`src/rtl/axi_ram_pkg.sv`:
```
`default_nettype none
// ============================================================================
// Module      : axi_ram_pkg
// Description : Shared definitions for the AXI4-Lite RAM controller:
//               response codes, controller FSM state encoding and the
//               direction served last by the read/write arbiter.
// Revision    : 1.0 - initial release
// ============================================================================
package axi_ram_pkg;

   localparam logic [1:0] RESP_OKAY   = 2'b00;
   localparam logic [1:0] RESP_SLVERR = 2'b10;

   typedef enum logic [1:0] {
      ST_IDLE  = 2'd0,
      ST_BRESP = 2'd1,
      ST_RCAP  = 2'd2,
      ST_RRESP = 2'd3
   } state_t;

   typedef enum logic {
      DIR_READ  = 1'b0,
      DIR_WRITE = 1'b1
   } dir_t;

endpackage
`default_nettype wire

```
`src/rtl/axi_lite_wr_collector.sv`:
```
`default_nettype none
// ============================================================================
// Module      : axi_lite_wr_collector
// Description : Captures the AXI4-Lite AW and W channels independently into
//               holding registers. A write becomes pending once both halves
//               are held; the controller clears both with i_consume.
// Ports       : clk, rst            - clock / synchronous active-high reset
//               i_aw* / o_awready   - write address channel
//               i_w*  / o_wready    - write data channel
//               i_consume           - controller has issued the held write
//               o_wr_pending        - both address and data are held
//               o_awaddr/o_wdata/o_wstrb - held write fields
// Revision    : 1.0 - initial release
// ============================================================================
module axi_lite_wr_collector
   import axi_ram_pkg::*;
#(
   parameter int AXI_ADDR_WIDTH   = 32,
   parameter int DATA_WIDTH_BYTES = 4,
   localparam int DATA_WIDTH_BITS = DATA_WIDTH_BYTES * 8
) (
   input  logic                        clk,
   input  logic                        rst,
   input  logic [AXI_ADDR_WIDTH-1:0]   i_awaddr,
   input  logic                        i_awvalid,
   output logic                        o_awready,
   input  logic [DATA_WIDTH_BITS-1:0]  i_wdata,
   input  logic [DATA_WIDTH_BYTES-1:0] i_wstrb,
   input  logic                        i_wvalid,
   output logic                        o_wready,
   input  logic                        i_consume,
   output logic                        o_wr_pending,
   output logic [AXI_ADDR_WIDTH-1:0]   o_awaddr,
   output logic [DATA_WIDTH_BITS-1:0]  o_wdata,
   output logic [DATA_WIDTH_BYTES-1:0] o_wstrb
);

   logic                        r_aw_held;
   logic                        r_w_held;
   logic [AXI_ADDR_WIDTH-1:0]   r_awaddr;
   logic [DATA_WIDTH_BITS-1:0]  r_wdata;
   logic [DATA_WIDTH_BYTES-1:0] r_wstrb;

   // Readies drop during reset so nothing is captured while the flags clear.
   assign o_awready    = !r_aw_held && !rst;
   assign o_wready     = !r_w_held  && !rst;
   assign o_wr_pending = r_aw_held && r_w_held;
   assign o_awaddr     = r_awaddr;
   assign o_wdata      = r_wdata;
   assign o_wstrb      = r_wstrb;

   // Consume and capture never collide: consume requires both flags set,
   // which holds both readies low in that cycle.
   always_ff @(posedge clk) begin
      if (rst) begin
         r_aw_held <= 1'b0;
         r_w_held  <= 1'b0;
         r_awaddr  <= '0;
         r_wdata   <= '0;
         r_wstrb   <= '0;
      end else begin
         if (i_consume) begin
            r_aw_held <= 1'b0;
            r_w_held  <= 1'b0;
         end
         if (i_awvalid && o_awready) begin
            r_aw_held <= 1'b1;
            r_awaddr  <= i_awaddr;
         end
         if (i_wvalid && o_wready) begin
            r_w_held <= 1'b1;
            r_wdata  <= i_wdata;
            r_wstrb  <= i_wstrb;
         end
      end
   end

endmodule
`default_nettype wire

```
`src/rtl/axi_lite_ram_ctrl.sv`:
```
`default_nettype none
// ============================================================================
// Module      : axi_lite_ram_ctrl
// Description : AXI4-Lite slave sequencing a RAM with one read port and one
//               byte-strobed write port. Pending writes and reads are served
//               alternately on conflict; out-of-range slots get SLVERR and
//               never touch the RAM.
// Ports       : clk, rst          - clock / synchronous active-high reset
//               s_axi_aw*/w*/b*   - AXI4-Lite write channels
//               s_axi_ar*/r*      - AXI4-Lite read channels
//               r_en/r_addr/r_data         - RAM read port (1-cycle latency)
//               w_en/w_addr/w_data/w_strb  - RAM write port
// Revision    : 1.0 - initial release
// ============================================================================
module axi_lite_ram_ctrl
   import axi_ram_pkg::*;
#(
   parameter int NUM_SLOTS        = 5,
   parameter int DATA_WIDTH_BYTES = 4,
   parameter int AXI_ADDR_WIDTH   = 32,
   localparam int DATA_WIDTH_BITS = DATA_WIDTH_BYTES * 8,
   localparam int ADDR_WIDTH_BITS = (NUM_SLOTS > 1) ? $clog2(NUM_SLOTS) : 1,
   localparam int BYTE_OFF        = $clog2(DATA_WIDTH_BYTES)
) (
   input  logic                        clk,
   input  logic                        rst,
   input  logic [AXI_ADDR_WIDTH-1:0]   s_axi_awaddr,
   input  logic                        s_axi_awvalid,
   output logic                        s_axi_awready,
   input  logic [DATA_WIDTH_BITS-1:0]  s_axi_wdata,
   input  logic [DATA_WIDTH_BYTES-1:0] s_axi_wstrb,
   input  logic                        s_axi_wvalid,
   output logic                        s_axi_wready,
   output logic [1:0]                  s_axi_bresp,
   output logic                        s_axi_bvalid,
   input  logic                        s_axi_bready,
   input  logic [AXI_ADDR_WIDTH-1:0]   s_axi_araddr,
   input  logic                        s_axi_arvalid,
   output logic                        s_axi_arready,
   output logic [DATA_WIDTH_BITS-1:0]  s_axi_rdata,
   output logic [1:0]                  s_axi_rresp,
   output logic                        s_axi_rvalid,
   input  logic                        s_axi_rready,
   output logic                        r_en,
   output logic [ADDR_WIDTH_BITS-1:0]  r_addr,
   input  logic [DATA_WIDTH_BITS-1:0]  r_data,
   output logic                        w_en,
   output logic [ADDR_WIDTH_BITS-1:0]  w_addr,
   output logic [DATA_WIDTH_BITS-1:0]  w_data,
   output logic [DATA_WIDTH_BYTES-1:0] w_strb
);

   state_t                       r_state;
   state_t                       w_state_nxt;
   dir_t                         r_last;
   logic [1:0]                   r_bresp;
   logic [1:0]                   r_rresp;
   logic                         r_rd_ok;
   logic [DATA_WIDTH_BITS-1:0]   r_rdata;

   logic                         w_wr_pending;
   logic [AXI_ADDR_WIDTH-1:0]    w_held_awaddr;
   logic [AXI_ADDR_WIDTH-1:0]    w_aw_slot;
   logic [AXI_ADDR_WIDTH-1:0]    w_ar_slot;
   logic                         w_aw_inrange;
   logic                         w_ar_inrange;
   logic                         w_sel_write;
   logic                         w_sel_read;

   axi_lite_wr_collector #(
      .AXI_ADDR_WIDTH   (AXI_ADDR_WIDTH),
      .DATA_WIDTH_BYTES (DATA_WIDTH_BYTES)
   ) u_wr_collector (
      .clk          (clk),
      .rst          (rst),
      .i_awaddr     (s_axi_awaddr),
      .i_awvalid    (s_axi_awvalid),
      .o_awready    (s_axi_awready),
      .i_wdata      (s_axi_wdata),
      .i_wstrb      (s_axi_wstrb),
      .i_wvalid     (s_axi_wvalid),
      .o_wready     (s_axi_wready),
      .i_consume    (w_sel_write),
      .o_wr_pending (w_wr_pending),
      .o_awaddr     (w_held_awaddr),
      .o_wdata      (w_data),
      .o_wstrb      (w_strb)
   );

   // Slot index keeps the full address width so high address bits
   // participate in the range check instead of aliasing onto low slots.
   assign w_aw_slot    = w_held_awaddr >> BYTE_OFF;
   assign w_ar_slot    = s_axi_araddr >> BYTE_OFF;
   assign w_aw_inrange = w_aw_slot < AXI_ADDR_WIDTH'(NUM_SLOTS);
   assign w_ar_inrange = w_ar_slot < AXI_ADDR_WIDTH'(NUM_SLOTS);

   assign w_addr        = w_aw_slot[ADDR_WIDTH_BITS-1:0];
   assign r_addr        = w_ar_slot[ADDR_WIDTH_BITS-1:0];
   assign w_en          = w_sel_write && w_aw_inrange;
   assign r_en          = w_sel_read && w_ar_inrange;
   assign s_axi_arready = w_sel_read;
   assign s_axi_bvalid  = (r_state == ST_BRESP);
   assign s_axi_rvalid  = (r_state == ST_RRESP);
   assign s_axi_bresp   = r_bresp;
   assign s_axi_rresp   = r_rresp;
   assign s_axi_rdata   = r_rdata;

   always_comb begin
      w_state_nxt = r_state;
      w_sel_write = 1'b0;
      w_sel_read  = 1'b0;
      // On a tie the direction not served last wins.
      if (!rst && r_state == ST_IDLE) begin
         if (w_wr_pending && (!s_axi_arvalid || r_last == DIR_READ)) begin
            w_sel_write = 1'b1;
         end else if (s_axi_arvalid) begin
            w_sel_read = 1'b1;
         end
      end
      case (r_state)
         ST_IDLE: begin
            if (w_sel_write) begin
               w_state_nxt = ST_BRESP;
            end else if (w_sel_read) begin
               w_state_nxt = ST_RCAP;
            end
         end
         ST_BRESP: if (s_axi_bready) w_state_nxt = ST_IDLE;
         ST_RCAP:  w_state_nxt = ST_RRESP;
         ST_RRESP: if (s_axi_rready) w_state_nxt = ST_IDLE;
         default:  w_state_nxt = ST_IDLE;
      endcase
   end

   always_ff @(posedge clk) begin
      if (rst) begin
         r_state <= ST_IDLE;
         r_last  <= DIR_READ;
         r_bresp <= RESP_OKAY;
         r_rresp <= RESP_OKAY;
         r_rd_ok <= 1'b0;
         r_rdata <= '0;
      end else begin
         r_state <= w_state_nxt;
         if (w_sel_write) begin
            r_bresp <= w_aw_inrange ? RESP_OKAY : RESP_SLVERR;
            r_last  <= DIR_WRITE;
         end
         if (w_sel_read) begin
            r_rresp <= w_ar_inrange ? RESP_OKAY : RESP_SLVERR;
            r_rd_ok <= w_ar_inrange;
            r_last  <= DIR_READ;
         end
         // RAM data is only meaningful if a read was actually issued.
         if (r_state == ST_RCAP) begin
            r_rdata <= r_rd_ok ? r_data : '0;
         end
      end
   end

endmodule
`default_nettype wire
```
`config.mk`:
```
export PLATFORM = sky130hd
export DESIGN_NAME = axi_lite_ram_ctrl
export DESIGN_NICKNAME = d
export VERILOG_FILES = /design/src/rtl/axi_ram_pkg.sv /design/src/rtl/axi_lite_wr_collector.sv /design/src/rtl/axi_lite_ram_ctrl.sv
export SDC_FILE = /design/constraint.sdc
export NUM_CORES = 1
export LEC_CHECK = 0
export CAP_MARGIN = 20
export CORE_MARGIN = 3
export CORE_UTILIZATION = 25
export DETAILED_ROUTE_END_ITERATION = 7
export GPL_ROUTABILITY_DRIVEN = 0
export SYNTH_ARGS = -nofsm -noshare
export SYNTH_HDL_FRONTEND = slang
export SYNTH_SLANG_ARGS = --single-unit
```
`constraint.sdc`:
```
create_clock -name clk -period 1.9 [get_ports clk]
set_input_delay 0.285 -clock clk [delete_from_list [all_inputs] [get_ports clk]]
set_output_delay 0.285 -clock clk [all_outputs]
set_load 0.005 [all_outputs]
```
---- Yosys cells after proc, flatten, opt, wreduce, memory -nomap -nowiden ----
Index checks and enable logic that the tools add are counted.
storage, ports and cells
  register bits after elaboration ......... 110
  input bits .............................. 139
  output and inout port bits .............. 85
  word-level logic and storage cells ...... 55
operators by class
  equality and inequality tests ........... 6
  reduce and logical (&&, ||, !) cells .... 19
  magnitude comparators ................... 2
  bitwise logic cells ..................... 1
  multiplexer cells ....................... 16
operators by type and width
  operator             number
  $lt 30x3->1 const B  2
  $mux 32              1
  $mux 2               6
  $logic_and 1x1->1    9
  $mux 1               8
  $pmux 2 s4           1
  $eq 2x2->1 const B   2
  $logic_not 1->1      4
  $ne 2x1->1 const B   2
  $reduce_bool 2->1    2
  $ne 3x3->1 const B   1
  $reduce_and 3->1     1
  $eq 2x1->1 const B   1
  $logic_not 2->1      1
  $reduce_or 2->1      1
  $logic_or 1x1->1     1
  $not 1->1            1

---- Logic depth before layout (Yosys ltp) ----
Gate-level depths: netlist of run 1.
  word-level depth ........................ 8
  gate-level depth with buffers ........... 6
  gate-level depth less buffers ........... 4

---- Modules after synthesis ----
From an unflattened synthesis of run 1, not the netlist that was laid out.
unflattened totals
  cells, all modules ...................... 523
  area, all modules ....................... 4,918.5 um^2
by module, submodules not included
  module                 instances  sequential area each (um^2)  cells each  area each (um^2)
  axi_lite_wr_collector  1          1,401.3                      318         3,286.9
  axi_lite_ram_ctrl      1          760.7                        205         1,631.6

---- Least setup slack after synthesis of run 1 ----
OpenSTA, ideal clock, no wires.
  kind .................................... reg2out
  start ................................... register u_wr_collector.r_aw_held
  end ..................................... output port w_en
  stages on the path, launching flop included .. 4
  buffers on the path ..................... 0
  required time ........................... 1,615 ps
  slack ................................... 542 ps
  arrival time ............................ 1,073 ps
  path through ............................ dfxtp_1 > nand2_2 > a2111oi_4 > and3_1
between the ends
  longest elaborated chain between the ends .. 5
ends and longest elaborated chain
  item                      line                         text
  start: declaration        axi_lite_wr_collector.sv:38  logic r_aw_held;
  start signal: assignment  axi_lite_wr_collector.sv:56  r_aw_held <= 1'b0;
  start signal: assignment  axi_lite_wr_collector.sv:63  r_aw_held <= 1'b0;
  start signal: assignment  axi_lite_wr_collector.sv:67  r_aw_held <= 1'b1;
  $logic_and 1x1->1         axi_lite_wr_collector.sv:47  assign o_wr_pending = r_aw_held && r_w_held;
  $logic_and 1x1->1         axi_lite_ram_ctrl.sv:114     if (w_wr_pending && (!s_axi_arvalid || r_last == DIR_READ)) begin
  $mux 1                    axi_lite_ram_ctrl.sv:114
  $mux 1                    axi_lite_ram_ctrl.sv:113     if (!rst && r_state == ST_IDLE) begin
  $logic_and 1x1->1         axi_lite_ram_ctrl.sv:99      assign w_en = w_sel_write && w_aw_inrange;
  end: declaration          axi_lite_ram_ctrl.sv:47      output logic w_en,
Every way passes these cells.

---- Worst setup path after layout of run 1 ----
  start ................................... input port s_axi_araddr[19]
  end ..................................... output port r_en
between the ends
  longest elaborated chain between the ends .. 2
ends and longest elaborated chain
  item                line                      text
  start: declaration  axi_lite_ram_ctrl.sv:37   input logic [AXI_ADDR_WIDTH-1:0] s_axi_araddr,
  $lt 30x3->1         axi_lite_ram_ctrl.sv:95   assign w_ar_inrange = w_ar_slot < AXI_ADDR_WIDTH'(NUM_SLOTS);
  $logic_and 1x1->1   axi_lite_ram_ctrl.sv:100  assign r_en = w_sel_read && w_ar_inrange;
  end: declaration    axi_lite_ram_ctrl.sv:44   output logic r_en,
Every way passes these cells.

==> results.json, run 1 <==
{
  "rsz0062_at_grt": "yes",
  "swShare_pct": 23.7,
  "drv_cap": 0,
  "syn_area_sq_um": 3990,
  "fin_nets": 850,
  "p_int_uw": 3900,
  "path_cells": "clkdlybuf4s50_1 -> nor4_1 -> nand4_1 -> nor3_2 -> buf_2",
  "yosys_warnings": 0,
  "post-route-cell-area_sq_um": 6810,
  "dr_wl_met3_um": 1060,
  "cp-end-kind": "primary output",
  "slew-limit-headroom_pct": 53.2,
  "synth_edf_count": 0,
  "grt_usage_pct": 14.2,
  "place_inst": 909,
  "root_buffer": "clkbuf_16",
  "p_leak_uw": 0.00242,
  "worst_slack_ns": 0.0332,
  "diodes": 0,
  "synth_top_area_cell": "dfxtp_1",
  "clock.fmax_mhz": 536,
  "drc": 0,
  "cts_tree": "built",
  "clk_pin_slew_ns": 0.07,
  "die-area_sq_um": 17500,
  "syn_area_per_cell_sq_um": 7.93,
  "hold_viol_final": 0,
  "wl_met2_um": 5900,
  "ioPinCount": 224,
  "clock_skew_ns": 0.00532,
  "numPortBuffers": 217,
  "synth_common_cells": "167 x nand2_1, 106 x dfxtp_1, 55 x o21ai_0",
  "setup_viol": 0,
  "combPwrFrac_pct": 15.8,
  "synth_top_area_share_pct": 53.2,
  "ir_drop_v": 0.000399,
  "synthDistinctLibCells": 30,
  "critPathMaxFanout": 2,
  "syn2layout_area_growth_pct": 70.7,
  "status": "finished clean",
  "ys_ff_latch": 106,
  "numClockSinks": 106,
  "clock_latency_ns": 0.34,
  "sequentialPowerShare_pct": 47.1,
  "placed_area_sq_um": 6380,
  "num_vias": 4028,
  "final_layout_size_suffix_gt1_share_pct": 8.94,
  "slowest_stage": "clkdlybuf4s50_1",
  "drtPass1Iterations": 5,
  "yosysMostFrequentCell": "nand2_1",
  "final_core_util_pct": 44.1,
  "cp.arrival_ns": 1.58,
  "antenna_found_initial": 0,
  "fp.dieW_um": 132,
  "drt_iter0_markers": 135,
  "period_minus_slack_ns": 1.87,
  "stdcell_count": 927,
  "maxUsedRoutingLayer": "met4",
  "antenna_left": 0,
  "power_switching_uw": 1210,
  "core_sq_um": 15400,
  "globalRoute.totalOverflow": 0,
  "worstPathRequired_ns": 1.62,
  "avgViaCountPerCell": 4.35,
  "routed_wirelength_um": 12500,
  "preCtsSetupSlack_ns": -0.328,
  "crit_type": "in -> out",
  "start_util_pct": 25.9,
  "synthArstFlopShare_pct": 0,
  "grt_pass1_wl_um": 20400,
  "htree_num_levels": 3,
  "tightest_slew_ns": 0.702,
  "pwr-share-clk_pct": 37.1,
  "num_rows": 45,
  "grt_pass1_vias": 4025,
  "powerDensity_nw_per_um2": 751,
  "yosysSeqAreaShare_pct": 53.2,
  "dp_hpwl_um": 9330,
  "synth_flop_cell": "dfxtp_1",
  "ys_top_cells_by_area": "dfxtp_1 53%, nand2_1 16%, o21ai_0 6.9%, a21oi_1 4.3%, nand3_1 4.0%",
  "hold_path_class": "reg -> reg",
  "synth_cells": 503,
  "wire_per_inst_um": 13.5,
  "numCtsBuffers": 9,
  "p_total_uw": 5110,
  "cp-start-kind": "primary input",
  "wl_met1_um": 5370,
  "dieHeight_um": 132,
  "crit_path_max_incr_delay_ns": 0.41,
  "clockBufferDepth": 2,
  "final_max_slew_viol_count": 0,
  "period_share_pct": 98.3,
  "grt_max_degree": 70
}
stage by stage:
step           setup TNS [ns]  hold WS [ns]
3_3_place_gp           -0.805         0.435
5_1_grt                -0.133         0.468
3_5_place_dp           -0.840         0.439
2_1_floorplan               0         0.394
4_1_cts               -0.0229         0.449
6_report                    0         0.446
layout make-up:
class	instances	area [sq um]
Clock inverter	5	62.6
Fill cell	1528	8620
Timing Repair Buffer	241	2400
Clock buffer	11	243
Inverter	3	11.3
Multi-Input combinational cell	350	1700
Tap cell	211	264
Sequential cell	106	2130
per-layer routing:
layer / up-vias / GRT usage [%]
met1: 1780 / 17.0
met3: 15 / 5.11
li1: 2078 / -
met4: 0 / 4.39
met2: 155 / 23.9
met5: - / 0
power by group through the flow:
stage | registers [uW] | logic (uW) | clock network (uW)
global placement | 2440 | 779 | 0
floorplan | 2450 | 267 | 0
CTS | 2400 | 800 | 1980
global route | 2420 | 883 | 2060
detailed placement | 2450 | 785 | 0
finish | 2410 | 806 | 1900
sequential cells by signal (all words and copies together) (netlist names):
name / cells
r_rd_ok: 1
s_axi_rdata: 32
u_wr_collector.r_aw_held: 1
r_last: 1
u_wr_collector.o_wstrb: 4
u_wr_collector.r_w_held: 1
r_state: 2
s_axi_rresp: 1
u_wr_collector.o_awaddr: 30
u_wr_collector.o_wdata: 32
s_axi_bresp: 1
placed cells by master, fill, tap and decap left out, types with 4 or more instances in the layout:
cell             count
nor4_1               4
o21ai_1             16
dfxtp_1            103
nand2_1            167
nor4_2               6
nand4_1              4
buf_4               20
clkbuf_16            9
nor2_1               6
nor3_1               4
nand3_1             32
o21ai_0             55
a21oi_1             34
clkdlybuf4s50_1    210
critical path: cells and delay by family:
| family | cells | cell delay (ns) |
|---|---|---|
| buffers and inverters | 2 | 0.56 |
| and+or+nand+nor | 3 | 0.75 |
logic make-up (layout without fill, tap and decap cells):
logic type / after synthesis / count (layout) / synth area share, %
buf+inv: 48 / 260 / 6.65
compound gates: 111 / 111 / 14.9
other cells: 1 / 2 / 0.0940
simple gates: 237 / 237 / 25.1
flops: 106 / 106 / 53.2
timing repair:
item,in CTS,in global routing
setup buffers,2,0
endpoints found under the setup margin,5,3
gates resized for setup,25,7
pin swaps,9,7
hold buffers,0,0
worst paths after layout:
check                           slack, ns                       from  cells after the start                        end
worst max-delay path                 0.03           s_axi_araddr[19]                      5                       r_en
worst min-delay path                 0.45  u_wr_collector.o_wstrb[0]                      2  u_wr_collector.o_wstrb[0]
worst max register to register       0.43    u_wr_collector.r_w_held                      7                    r_rd_ok
worst min register to register       0.45  u_wr_collector.o_wstrb[0]                      2  u_wr_collector.o_wstrb[0]
(Power assumes the default switching activity.)
==> run 2: changes to the inputs <==
--- a/config.mk
+++ b/config.mk
@@ -10,6 +10,7 @@
 export CORE_UTILIZATION = 25
 export DETAILED_ROUTE_END_ITERATION = 7
 export GPL_ROUTABILITY_DRIVEN = 0
+export PLACE_DENSITY = 0.6
 export SYNTH_ARGS = -nofsm -noshare
 export SYNTH_HDL_FRONTEND = slang
 export SYNTH_SLANG_ARGS = --single-unit
==> results of run 2 <==
Final layout, timing and power as in run 1 (identical DEF).
==> run 3: changes to the inputs <==
--- a/config.mk
+++ b/config.mk
@@ -14,3 +14,4 @@
 export SYNTH_ARGS = -nofsm -noshare
 export SYNTH_HDL_FRONTEND = slang
 export SYNTH_SLANG_ARGS = --single-unit
+export TNS_END_PERCENT = 50
==> run 3 against run 2 <==
  * Via count fell by 0.20%
  * Clock power barely moved
  * Non-clock buffer count did not move
  * Die area did not move
  * Maximum frequency rose by 0.23%
  * Critical path depth did not move
  * Utilization fell by 0.097 points
  * Sequential power barely moved
  * Sequential cell count did not move
  * Largest power group unchanged
==> results.json, run 3 (same netlist as run 1, synthesis figures left out) <==
{
  "status": "finished clean",
  "grt_pass1_vias": 4025,
  "numCtsBuffers": 9,
  "htree_num_levels": 3,
  "r2r_start": "u_wr_collector.r_w_held",
  "grt_usage_pct": 14.2,
  "hold_path_class": "reg -> reg",
  "numPortBuffers": 217,
  "critPathMaxFanout": 2,
  "drtPass1Iterations": 5,
  "syn2layout_area_growth_pct": 70.3,
  "seqCellArea_sq_um": 2130,
  "clock.fmax_mhz": 537,
  "numClockSinks": 106,
  "drv_cap": 0,
  "global_route.usage.met1_pct": 17.0,
  "grt-busiest-layer": "met2",
  "clock_skew_ns": 0.00527,
  "slew-limit-headroom_pct": 53.2,
  "clock_latency_ns": 0.34,
  "period_share_pct": 98.0,
  "cp-end-kind": "primary output",
  "rsz0062_at_grt": "yes",
  "p_total_uw": 5110,
  "hold_buffers": 0,
  "period_minus_slack_ns": 1.86,
  "fillers": 1533,
  "cp-start-kind": "register",
  "whs_endpoint": "u_wr_collector.o_wstrb[0]",
  "worstPathRequired_ns": 1.62,
  "start_util_pct": 25.9,
  "num_vias": 4020,
  "cp.arrival_ns": 1.58,
  "antenna_found_initial": 0,
  "antenna_left": 0,
  "grt_pass1_wl_um": 20400,
  "ioPinCount": 224,
  "rrSetupSlack_ns": 0.43,
  "drc": 0,
  "hold_viol_final": 0,
  "wire_per_inst_um": 13.5,
  "dieHeight_um": 132,
  "hold_path_depth": 2,
  "clk_pin_slew_ns": 0.07,
  "die-area_sq_um": 17500,
  "final_max_slew_viol_count": 0,
  "clockBufferDepth": 2,
  "use_met2_pct": 23.9,
  "ff2ff_path_depth": 7,
  "root_buffer": "clkbuf_16",
  "drt_iter0_markers": 138,
  "final_layout_size_suffix_gt1_share_pct": 8.66,
  "powerDensity_nw_per_um2": 752,
  "layout.cells.most_common": "clkdlybuf4s50_1",
  "crit_type": "reg -> out",
  "core_sq_um": 15400,
  "p_leak_uw": 0.00241,
  "multi_input_area_sq_um": 1690,
  "fin_nets": 850,
  "avgViaCountPerCell": 4.34,
  "min-delay-start": "u_wr_collector.o_wstrb[0]",
  "globalRoute.totalOverflow": 0,
  "diodes": 0,
  "fp.dieW_um": 132,
  "ir_drop_v": 0.000400,
  "setup_viol": 0,
  "routed_wirelength_um": 12500,
  "tightest_slew_ns": 0.702,
  "cts_tree": "built",
  "num_rows": 45,
  "grt_max_degree": 70,
  "r2r_end": "r_rd_ok",
  "final_cell_mix": "211 x clkdlybuf4s50_1, 167 x nand2_1, 103 x dfxtp_1, 55 x o21ai_0, 34 x a21oi_1",
  "setup_tns_ns": 0,
  "globalRouteMet3Util_pct": 5.11,
  "dp_hpwl_um": 9330
}
[run 3: through the flow]
stage          setup WS (ns)  hold slack (ns)  area (sq um)  instances  utilization [%]
2_1_floorplan          0.542            0.394          3990        504                -
3_3_place_gp          -0.305            0.435          6380        909             41.4
3_5_place_dp          -0.328            0.439          6380        909             41.4
4_1_cts              -0.0229            0.449          6750        926             43.7
5_1_grt              -0.0781            0.468          6790        927             44.0
6_report              0.0375            0.446          6790        927             44.0
[run 3: layer usage]
layer,wire length [um],share of wire [%]
met1,5360,43
met2,5880,47
met3,1060,8.5
met4,185,1.5
met5,0,0
[run 3: report_power, final]
part | internal (uW) | switching, uW | total (uW)
registers | 2340 | 69.8 | 2410
clock network | 1070 | 833 | 1900
logic | 498 | 306 | 804
[run 3: worst max-delay path: stages (launching register included)]
cell	delay [ns]
dfxtp_2	0.33
nor4_4	0.27
nand4_1	0.16
nor2_2	0.18
and3_1	0.17
buf_2	0.13
[run 3: worst max path at each step]
stage	startpoint	end	slack (ns)
finish	u_wr_collector.o_awaddr[23]	w_en	0.04
global route	u_wr_collector.o_awaddr[23]	w_en	-0.08
CTS	u_wr_collector.o_awaddr[19]	w_en	-0.02
detailed placement	s_axi_araddr[13]	r_en	-0.33
global placement	s_axi_araddr[23]	r_en	-0.31
floorplan	u_wr_collector.r_aw_held	w_en	0.54
[run 3: cell type report]
cell class / instances / area share [%]
Timing Repair Buffer: 241 / 35.3
Sequential cell: 106 / 31.3
Multi-Input combinational cell: 350 / 24.9
Tap cell: 211 / 3.89
Clock buffer: 11 / 3.57
Clock inverter: 5 / 0.921
Inverter: 3 / 0.166
[run 3: repair_timing]
item,4_1_cts,5_1_grt
setup buffers,2,0
pin swaps,9,4
endpoints found under the setup margin,5,3
resized for setup,25,4
